`src/rtl/mips_pkg.sv`:
```
// mips_pkg: constants and types shared by the pipelined_machine stages.
//   NOP_INST     instruction word used for pipeline bubbles
//   RESET_PC_DEF default fetch address after reset
//   WORD_ADDR_W  width of a word-granular instruction address
//   if_id_t      IF/ID bundle {inst, pc4, valid}
package mips_pkg;

  localparam int          WORD_ADDR_W  = 30;
  localparam logic [31:0] NOP_INST     = 32'h0000_0000;
  localparam logic [31:0] RESET_PC_DEF = 32'h0040_0000;

  typedef struct packed {
    logic [31:0] inst;
    logic [31:0] pc4;
    logic        valid;
  } if_id_t;

endpackage

```
`src/rtl/if_id_reg.sv`:
```
// if_id_reg: pipeline register holding one {inst, pc4, valid} bundle.
// Priority: reset > flush > stall > load. Reset and flush both insert a bubble.
//   clk    rising-edge clock
//   reset  synchronous, active-low
//   flush  load a bubble on the next edge
//   stall  hold current contents
//   d      bundle to load when neither flush nor stall
//   q      registered bundle
module if_id_reg
  import mips_pkg::*;
#(
  parameter logic [31:0] NOP = mips_pkg::NOP_INST
) (
  input  logic   clk,
  input  logic   reset,
  input  logic   flush,
  input  logic   stall,
  input  if_id_t d,
  output if_id_t q
);

  localparam if_id_t BUBBLE = '{inst: NOP, pc4: 32'h0, valid: 1'b0};

  always_ff @(posedge clk) begin
    if (!reset)      q <= BUBBLE;
    else if (flush)  q <= BUBBLE;
    else if (!stall) q <= d;
  end

endmodule

```
`src/rtl/fetch_stage.sv`:
```
// fetch_stage: instruction fetch from PC register to the IF/ID register.
// Build option: define FETCH_PERF_EN to add fetch_count / stall_count.
//   clk, reset        clock, synchronous active-low reset
//   stall             freeze PC and IF/ID
//   flush             bubble into IF/ID on next edge
//   redirect_valid/pc taken branch/jump target (byte address, [1:0] dropped)
//   imem_addr/data    word address out, combinational instruction in
//   pc                current fetch PC (byte address)
//   id_inst/pc4/valid IF/ID contents for decode
//   fetch_count       (FETCH_PERF_EN) edges loading a valid instruction
//   stall_count       (FETCH_PERF_EN) edges with stall out of reset
module fetch_stage
  import mips_pkg::*;
#(
  parameter logic [31:0] RESET_PC = mips_pkg::RESET_PC_DEF,
  parameter logic [31:0] NOP_INST = mips_pkg::NOP_INST
) (
  input  logic                   clk,
  input  logic                   reset,
  input  logic                   stall,
  input  logic                   flush,
  input  logic                   redirect_valid,
  input  logic [31:0]            redirect_pc,
  output logic [WORD_ADDR_W-1:0] imem_addr,
  input  logic [31:0]            imem_data,
  output logic [31:0]            pc,
  output logic [31:0]            id_inst,
  output logic [31:0]            id_pc4,
  output logic                   id_valid
`ifdef FETCH_PERF_EN
  ,
  output logic [31:0]            fetch_count,
  output logic [31:0]            stall_count
`endif
);

  logic [WORD_ADDR_W-1:0] pc_q;
  logic [WORD_ADDR_W-1:0] pc_inc;
  if_id_t                 ifid_d, ifid_q;

  // byte-offset bits of the target are don't-care
  logic unused_redirect_lsb;
  assign unused_redirect_lsb = ^redirect_pc[1:0];

  // word-granular increment wraps naturally at 2^30
  assign pc_inc = pc_q + 1'b1;

  // redirect wins over stall so a taken branch is never lost while stalled
  always_ff @(posedge clk) begin
    if (!reset)              pc_q <= RESET_PC[31:2];
    else if (redirect_valid) pc_q <= redirect_pc[31:2];
    else if (!stall)         pc_q <= pc_inc;
  end

  assign pc        = {pc_q, 2'b00};
  assign imem_addr = pc_q;

  always_comb begin
    ifid_d       = '0;
    ifid_d.inst  = imem_data;
    ifid_d.pc4   = {pc_inc, 2'b00};
    ifid_d.valid = 1'b1;
  end

  if_id_reg #(.NOP(NOP_INST)) u_if_id (
    .clk   (clk),
    .reset (reset),
    .flush (flush),
    .stall (stall),
    .d     (ifid_d),
    .q     (ifid_q)
  );

  assign id_inst  = ifid_q.inst;
  assign id_pc4   = ifid_q.pc4;
  assign id_valid = ifid_q.valid;

`ifdef FETCH_PERF_EN
  // a valid load happens exactly when IF/ID takes the load branch
  always_ff @(posedge clk) begin
    if (!reset) begin
      fetch_count <= '0;
      stall_count <= '0;
    end else begin
      if (!flush && !stall) fetch_count <= fetch_count + 32'd1;
      if (stall)            stall_count <= stall_count + 32'd1;
    end
  end
`endif

endmodule

```
`config.mk`:
```
export PLATFORM = sky130hd
export DESIGN_NAME = fetch_stage
export DESIGN_NICKNAME = d
export VERILOG_FILES = /design/src/rtl/mips_pkg.sv /design/src/rtl/if_id_reg.sv /design/src/rtl/fetch_stage.sv
export SDC_FILE = /design/constraint.sdc
export NUM_CORES = 1
export LEC_CHECK = 0
export BUFFER_PORTS_ARGS = -buffer_cell sky130_fd_sc_hd__clkbuf_2
export CAP_MARGIN = 25
export CORE_UTILIZATION = 45
export DETAILED_ROUTE_END_ITERATION = 10
export PLACE_DENSITY = 0.87
export SLEW_MARGIN = 25
export SYNTH_ARGS = -nofsm -noshare
export SYNTH_HDL_FRONTEND = slang
export SYNTH_SLANG_ARGS = --single-unit
```
`constraint.sdc`:
```
create_clock -name clk -period 2.75 [get_ports clk]
set_clock_uncertainty 0.15 [all_clocks]
set_input_delay 0.55 -clock clk [delete_from_list [all_inputs] [get_ports clk]]
set_output_delay 0.55 -clock clk [all_outputs]
set_load 0.01 [all_outputs]
```
; ---- Word level (Yosys, flattened, before mapping)
; Cells that the tools add are included.
[word_totals]
reg_bits = 93
in_bits = 69
out_inout_bits = 127
word_cells = 10
[classes]
n_addsub = 1
eq_ne = 1
n_mux = 2
n_bitwise = 1
reduce_logical = 1
[ops]
columns = operator, n
row1 = two-way mux 30 bit, 2
row2 = "adder 30 x 1 -> 30 bit, second input constant", 1
row3 = "!= test 2 x 1 -> 1 bit, second input constant", 1
row4 = OR reduction 2 bit, 1
row5 = NOT 1 bit, 1

; ---- Depth between registers and ports, before layout
[depth]
ltp_word = 3
depth_mapped = 7
mapped_depth_nobuf = 6

; ---- By module
; From an unflattened synthesis, not the netlist that was laid out.
[hier_totals]
hier_cells = 541
area_unflattened_um2 = 4862.2
[modules_own_cells]
columns = module, instances, cells_each, area_each_um2, seq_area_each_um2
row1 = fetch_stage, 1, 331, 2507.4, 600.6
row2 = if_id_reg, 1, 210, 2354.8, 1301.2

; ---- Worst setup path before layout
; No wires, ideal clock.
[synth_path]
kind = register to register
startpoint = register pc_q[0], in the netlist imem_addr[0]
endpoint = register u_if_id.q[21] in the netlist's numbering
setup_ps = 86
arrival_ps = 1937
t_required_ps = 2514
path_slack_ps = 578
stages_incl_launch_ff = 7
n_path_buf = 0
period_less_slack_ps = 2172
cell_sequence = dfxtp_1 > ha_1 > nand3_2 > nor4_2 > nand2_1 > xor2_1 > a211oi_1
[synth_between]
elab_chain_len = 1
[synth_rtl]
columns = element, line_no
row1 = "start, declared", fetch_stage.sv:37  ; logic [WORD_ADDR_W-1:0] pc_q;
row2 = "start signal, assigned", fetch_stage.sv:50  ; if (!reset) pc_q <= RESET_PC[31:2];
row3 = "start signal, assigned", fetch_stage.sv:51  ; else if (redirect_valid) pc_q <= redirect_pc[31:2];
row4 = "start signal, assigned", fetch_stage.sv:52  ; else if (!stall) pc_q <= pc_inc;
row5 = adder 30 x 1 -> 30 bit, fetch_stage.sv:46  ; assign pc_inc = pc_q + 1'b1;
row6 = "end signal, assigned", if_id_reg.sv:25  ; if (!reset) q <= BUBBLE;
row7 = "end signal, assigned", if_id_reg.sv:26  ; else if (flush) q <= BUBBLE;
row8 = "end signal, assigned", if_id_reg.sv:27  ; else if (!stall) q <= d;
row9 = "end, declared", if_id_reg.sv:19  ; output if_id_t q
; No other way between the ends.
; A chain may end at the register's enable or synchronous reset.

; ---- Worst setup path in the final report
[layout_path]
startpoint = register pc_q[1], in the netlist imem_addr[1]
endpoint = register pc_q[22], in the netlist imem_addr[22]
[layout_between]
elab_chain_len = 3
[layout_rtl]
columns = element, line_no
row1 = adder 30 x 1 -> 30 bit, fetch_stage.sv:46
row2 = two-way mux 30 bit, fetch_stage.sv:52
row3 = two-way mux 30 bit, fetch_stage.sv:51
; No other way between the ends. The select of a mux whose other input is x is not followed.

==> flow_results.xml <==
<?xml version="1.0" encoding="UTF-8"?>
<metrics>
  <group name="place">
    <metric name="place_hpwl" unit="um">9110</metric>
    <metric name="final_weighted_congestion_in_routability_driven_placement" unit="">0.868</metric>
    <metric name="placedCellCount" unit="">797</metric>
    <metric name="buffer_ports.inserted" unit="">189</metric>
    <metric name="placement.cell_area" unit="mm^2">0.00539</metric>
  </group>
  <group name="critical_path">
    <metric name="cp_data_arrival_time" unit="ps">2420</metric>
    <metric name="startpoint_type" unit="">flip-flop</metric>
    <metric name="end_kind" unit="">flip-flop</metric>
    <metric name="critPathRequiredTime" unit="ps">2890</metric>
    <metric name="setup.worst_path.class" unit="">flip-flop to flip-flop</metric>
    <metric name="crit_fanout" unit="">9</metric>
  </group>
  <group name="power">
    <metric name="report.power.total" unit="mW">3.04</metric>
    <metric name="ir_worst_vdd" unit="mV">0.323</metric>
    <metric name="static-leakage-power" unit="nW">2.53</metric>
    <metric name="power_per_cell_area" unit="mW/mm^2">540</metric>
  </group>
  <group name="cts">
    <metric name="cts_hold_buffers" unit="">0</metric>
    <metric name="htreeDepth" unit="">3</metric>
    <metric name="postCtsSetupRepairBufs" unit="">0</metric>
    <metric name="cts.root.buffer_cell" unit="">sky130_fd_sc_hd__clkbuf_8</metric>
    <metric name="post_cts_sizing" unit="">0</metric>
    <metric name="tritoncts_clock_tree" unit="">done</metric>
    <metric name="tritoncts_num_sinks" unit="">93</metric>
    <metric name="max-clock-path-buffers" unit="">2</metric>
    <metric name="cts_buffers" unit="">9</metric>
    <metric name="clk_transition_reported_paths" unit="ps">100</metric>
    <metric name="worstSkewPairLatency" unit="ps">360</metric>
  </group>
  <group name="grt">
    <metric name="antenna_found_initial" unit="">0</metric>
    <metric name="first_global_vias" unit="">3720</metric>
    <metric name="grt_util_all_layers" unit="%">22.9</metric>
    <metric name="grt_first_pass_wirelength" unit="um">18400</metric>
    <metric name="grt_remaining_overflow" unit="">0</metric>
    <metric name="grt_start_max_net_pins" unit="">44</metric>
  </group>
  <group name="run_status">
    <metric name="outcome" unit="">finished, final reports clean</metric>
  </group>
  <group name="timing">
    <metric name="finalHoldViolations" unit="">0</metric>
    <metric name="worst-slew-pin-transition" unit="ps">572</metric>
    <metric name="setup_viol" unit="">0</metric>
    <metric name="finalMaxSlewViolations" unit="">0</metric>
    <metric name="fin_setup_tns" unit="ps">0</metric>
    <metric name="finalWorstPathRequiredPeriod" unit="ps">2270</metric>
    <metric name="post-route-period-util" unit="%">82.6</metric>
    <metric name="max_freq" unit="GHz">0.440</metric>
    <metric name="unrepaired_setup_endpoints_after_global_routing" unit="">false</metric>
    <metric name="maxSlewHeadroom" unit="%">61.5</metric>
  </group>
  <group name="cells_and_area">
    <metric name="filler_cell_count" unit="">924</metric>
    <metric name="flow.area_growth_from_synthesis" unit="%">25.0</metric>
    <metric name="layout.cells.most_common" unit="">sky130_fd_sc_hd__clkbuf_2</metric>
    <metric name="stdcell_area" unit="mm^2">0.00564</metric>
    <metric name="final_cells" unit="">813</metric>
    <metric name="antennaDiodeCount" unit="">0</metric>
    <metric name="final_layout_size_suffix_gt1_share" unit="%">34.7</metric>
    <metric name="finish.utilization" unit="%">58.0</metric>
    <metric name="num-nets-final" unit="">745</metric>
    <metric name="most_frequent_cells_in_the_layout" unit="">188 x sky130_fd_sc_hd__clkbuf_2, 93 x sky130_fd_sc_hd__dfxtp_1, 58 x sky130_fd_sc_hd__nor2_1</metric>
  </group>
  <group name="die">
    <metric name="floorplan.rows" unit="">36</metric>
    <metric name="design.portCount" unit="">196</metric>
    <metric name="die_area" unit="mm^2">0.0104</metric>
    <metric name="dieHeight" unit="um">102</metric>
    <metric name="core" unit="mm^2">0.00973</metric>
    <metric name="initial_utilization" unit="%">46.4</metric>
    <metric name="die_width" unit="um">102</metric>
  </group>
  <group name="logic_synthesis">
    <metric name="synth_area_per_cell" unit="um^2">8.64</metric>
    <metric name="mapped_area" unit="mm^2">0.00451</metric>
    <metric name="postSynthRegisterBits" unit="">93</metric>
    <metric name="postSynth.asyncResetShare" unit="%">0</metric>
    <metric name="yosys_warnings" unit="">0</metric>
    <metric name="synth_flop_cell" unit="">sky130_fd_sc_hd__dfxtp_1</metric>
    <metric name="yosysSeqAreaShare" unit="%">41.3</metric>
    <metric name="post_synth_inst_count" unit="">522</metric>
    <metric name="synth.distinct_cells" unit="">44</metric>
    <metric name="number_of_enable_flip_flop_cells_after_synthesis" unit="">0</metric>
  </group>
  <group name="drt">
    <metric name="routed_wire_length_per_instance" unit="um">14.8</metric>
    <metric name="routed_wl" unit="um">12000</metric>
    <metric name="vias" unit="">4169</metric>
    <metric name="drc" unit="">0</metric>
    <metric name="detailedRoute.firstPassIterationCount" unit="">5</metric>
    <metric name="route.detailed.vias_per_inst" unit="">5.13</metric>
    <metric name="antenna_left" unit="">0</metric>
    <metric name="dr.first_iter.drc_count" unit="">205</metric>
  </group>
  <group name="min_path">
    <metric name="holdCritPathClass" unit="">primary input to flip-flop</metric>
  </group>
  <group name="run">
    <metric name="drv_cap" unit="">0</metric>
  </group>
</metrics>
==> critical path, cell delays in order (launching register included) <==
cell                      delay [ps]
sky130_fd_sc_hd__dfxtp_1         470
sky130_fd_sc_hd__ha_1            270
sky130_fd_sc_hd__nand3_2         220
sky130_fd_sc_hd__nor4_1          560
sky130_fd_sc_hd__nand4_1         190
sky130_fd_sc_hd__xor2_1          180
sky130_fd_sc_hd__o21ai_0         150
==> final cells by class <==
| class | count | area (um^2) | area share, % |
|---|---|---|---|
| sequential | 93 | 1860 | 33.0 |
| inverter | 6 | 22.5 | 0.399 |
| tap | 133 | 166 | 2.95 |
| timing repair buffer | 209 | 1110 | 19.7 |
| clock buffer | 9 | 124 | 2.20 |
| multi-input combinational | 356 | 2230 | 39.5 |
| clock inverter | 7 | 128 | 2.26 |
==> cell families (layout without fill, tap and decap cells) <==
kind of cell / after synthesis / count (layout) / share of synthesized area [%]
and+or+nand+nor: 159 / 159 / 18.4
AOI/OAI and AO/OA: 100 / 100 / 11.6
DFF: 93 / 93 / 41.3
buffers and inverters: 76 / 231 / 9.57
xor gates and xnor gates: 56 / 56 / 10.9
muxes: 36 / 36 / 7.99
adders and majority gates: 1 / 1 / 0.277
other: 1 / 4 / 0.0831
==> state kept, by name, summed over array words and instances (netlist names) <==
signal and flops:
u_if_id.q 63, imem_addr 30
==> metal layers <==
layer / global-route usage (%) / routed length [um] / up-vias
met5: 0 / 0 / -
met4: 8.90 / 248 / 0
met1: 29.6 / 5080 / 1952
met3: 5.47 / 751 / 17
met2: 37.1 / 5960 / 152
li1: - / - / 2048
==> cells in the mapped netlist (3+ instances only) <==
master / number / area, um^2
sky130_fd_sc_hd__a21oi_1: 46 / 230
sky130_fd_sc_hd__and2_1: 4 / 25.0
sky130_fd_sc_hd__and3_1: 3 / 18.8
sky130_fd_sc_hd__buf_1: 3 / 11.3
sky130_fd_sc_hd__buf_2: 7 / 35.0
sky130_fd_sc_hd__buf_4: 34 / 255
sky130_fd_sc_hd__clkbuf_1: 23 / 86.3
sky130_fd_sc_hd__dfxtp_1: 93 / 1860
sky130_fd_sc_hd__inv_1: 5 / 18.8
sky130_fd_sc_hd__mux2i_1: 36 / 360
sky130_fd_sc_hd__nand2_1: 22 / 82.6
sky130_fd_sc_hd__nand2b_1: 3 / 18.8
sky130_fd_sc_hd__nand3_1: 25 / 125
sky130_fd_sc_hd__nand4_1: 7 / 43.8
sky130_fd_sc_hd__nor2_1: 58 / 218
sky130_fd_sc_hd__nor3_1: 12 / 60.1
sky130_fd_sc_hd__nor4_1: 5 / 31.3
sky130_fd_sc_hd__nor4_2: 3 / 37.5
sky130_fd_sc_hd__o21ai_0: 47 / 235
sky130_fd_sc_hd__or3_1: 3 / 18.8
sky130_fd_sc_hd__xnor2_1: 36 / 315
sky130_fd_sc_hd__xor2_1: 20 / 175
==> final timing paths <==
check | start | to | slack, ps | cells past startpoint
max | imem_addr[1] | imem_addr[22] | 480 | 6
min | imem_data[9] | u_if_id.q[42] | 260 | 3
max reg2reg | imem_addr[1] | imem_addr[22] | 480 | 6
min reg2reg | u_if_id.q[10] | u_if_id.q[10] | 320 | 2
==> report_power, final <==
group,total [mW],internal [mW],switching (mW),leakage [nW]
Combinational,0.432,0.194,0.238,1.64
Sequential,1.48,1.41,0.0690,0.763
Clock,1.14,0.618,0.517,0.126
Total,3.04,2.22,0.824,2.53
==> per-stage QoR <==
step / hold slack [ps] / setup WS [ps]
global route: 255 / 194
global placement: 288 / 470
detailed placement: 303 / 398
floorplan: 336 / 578
CTS: 257 / 455
finish: 265 / 477
No activity file was read; power rests on OpenSTA's default activity.
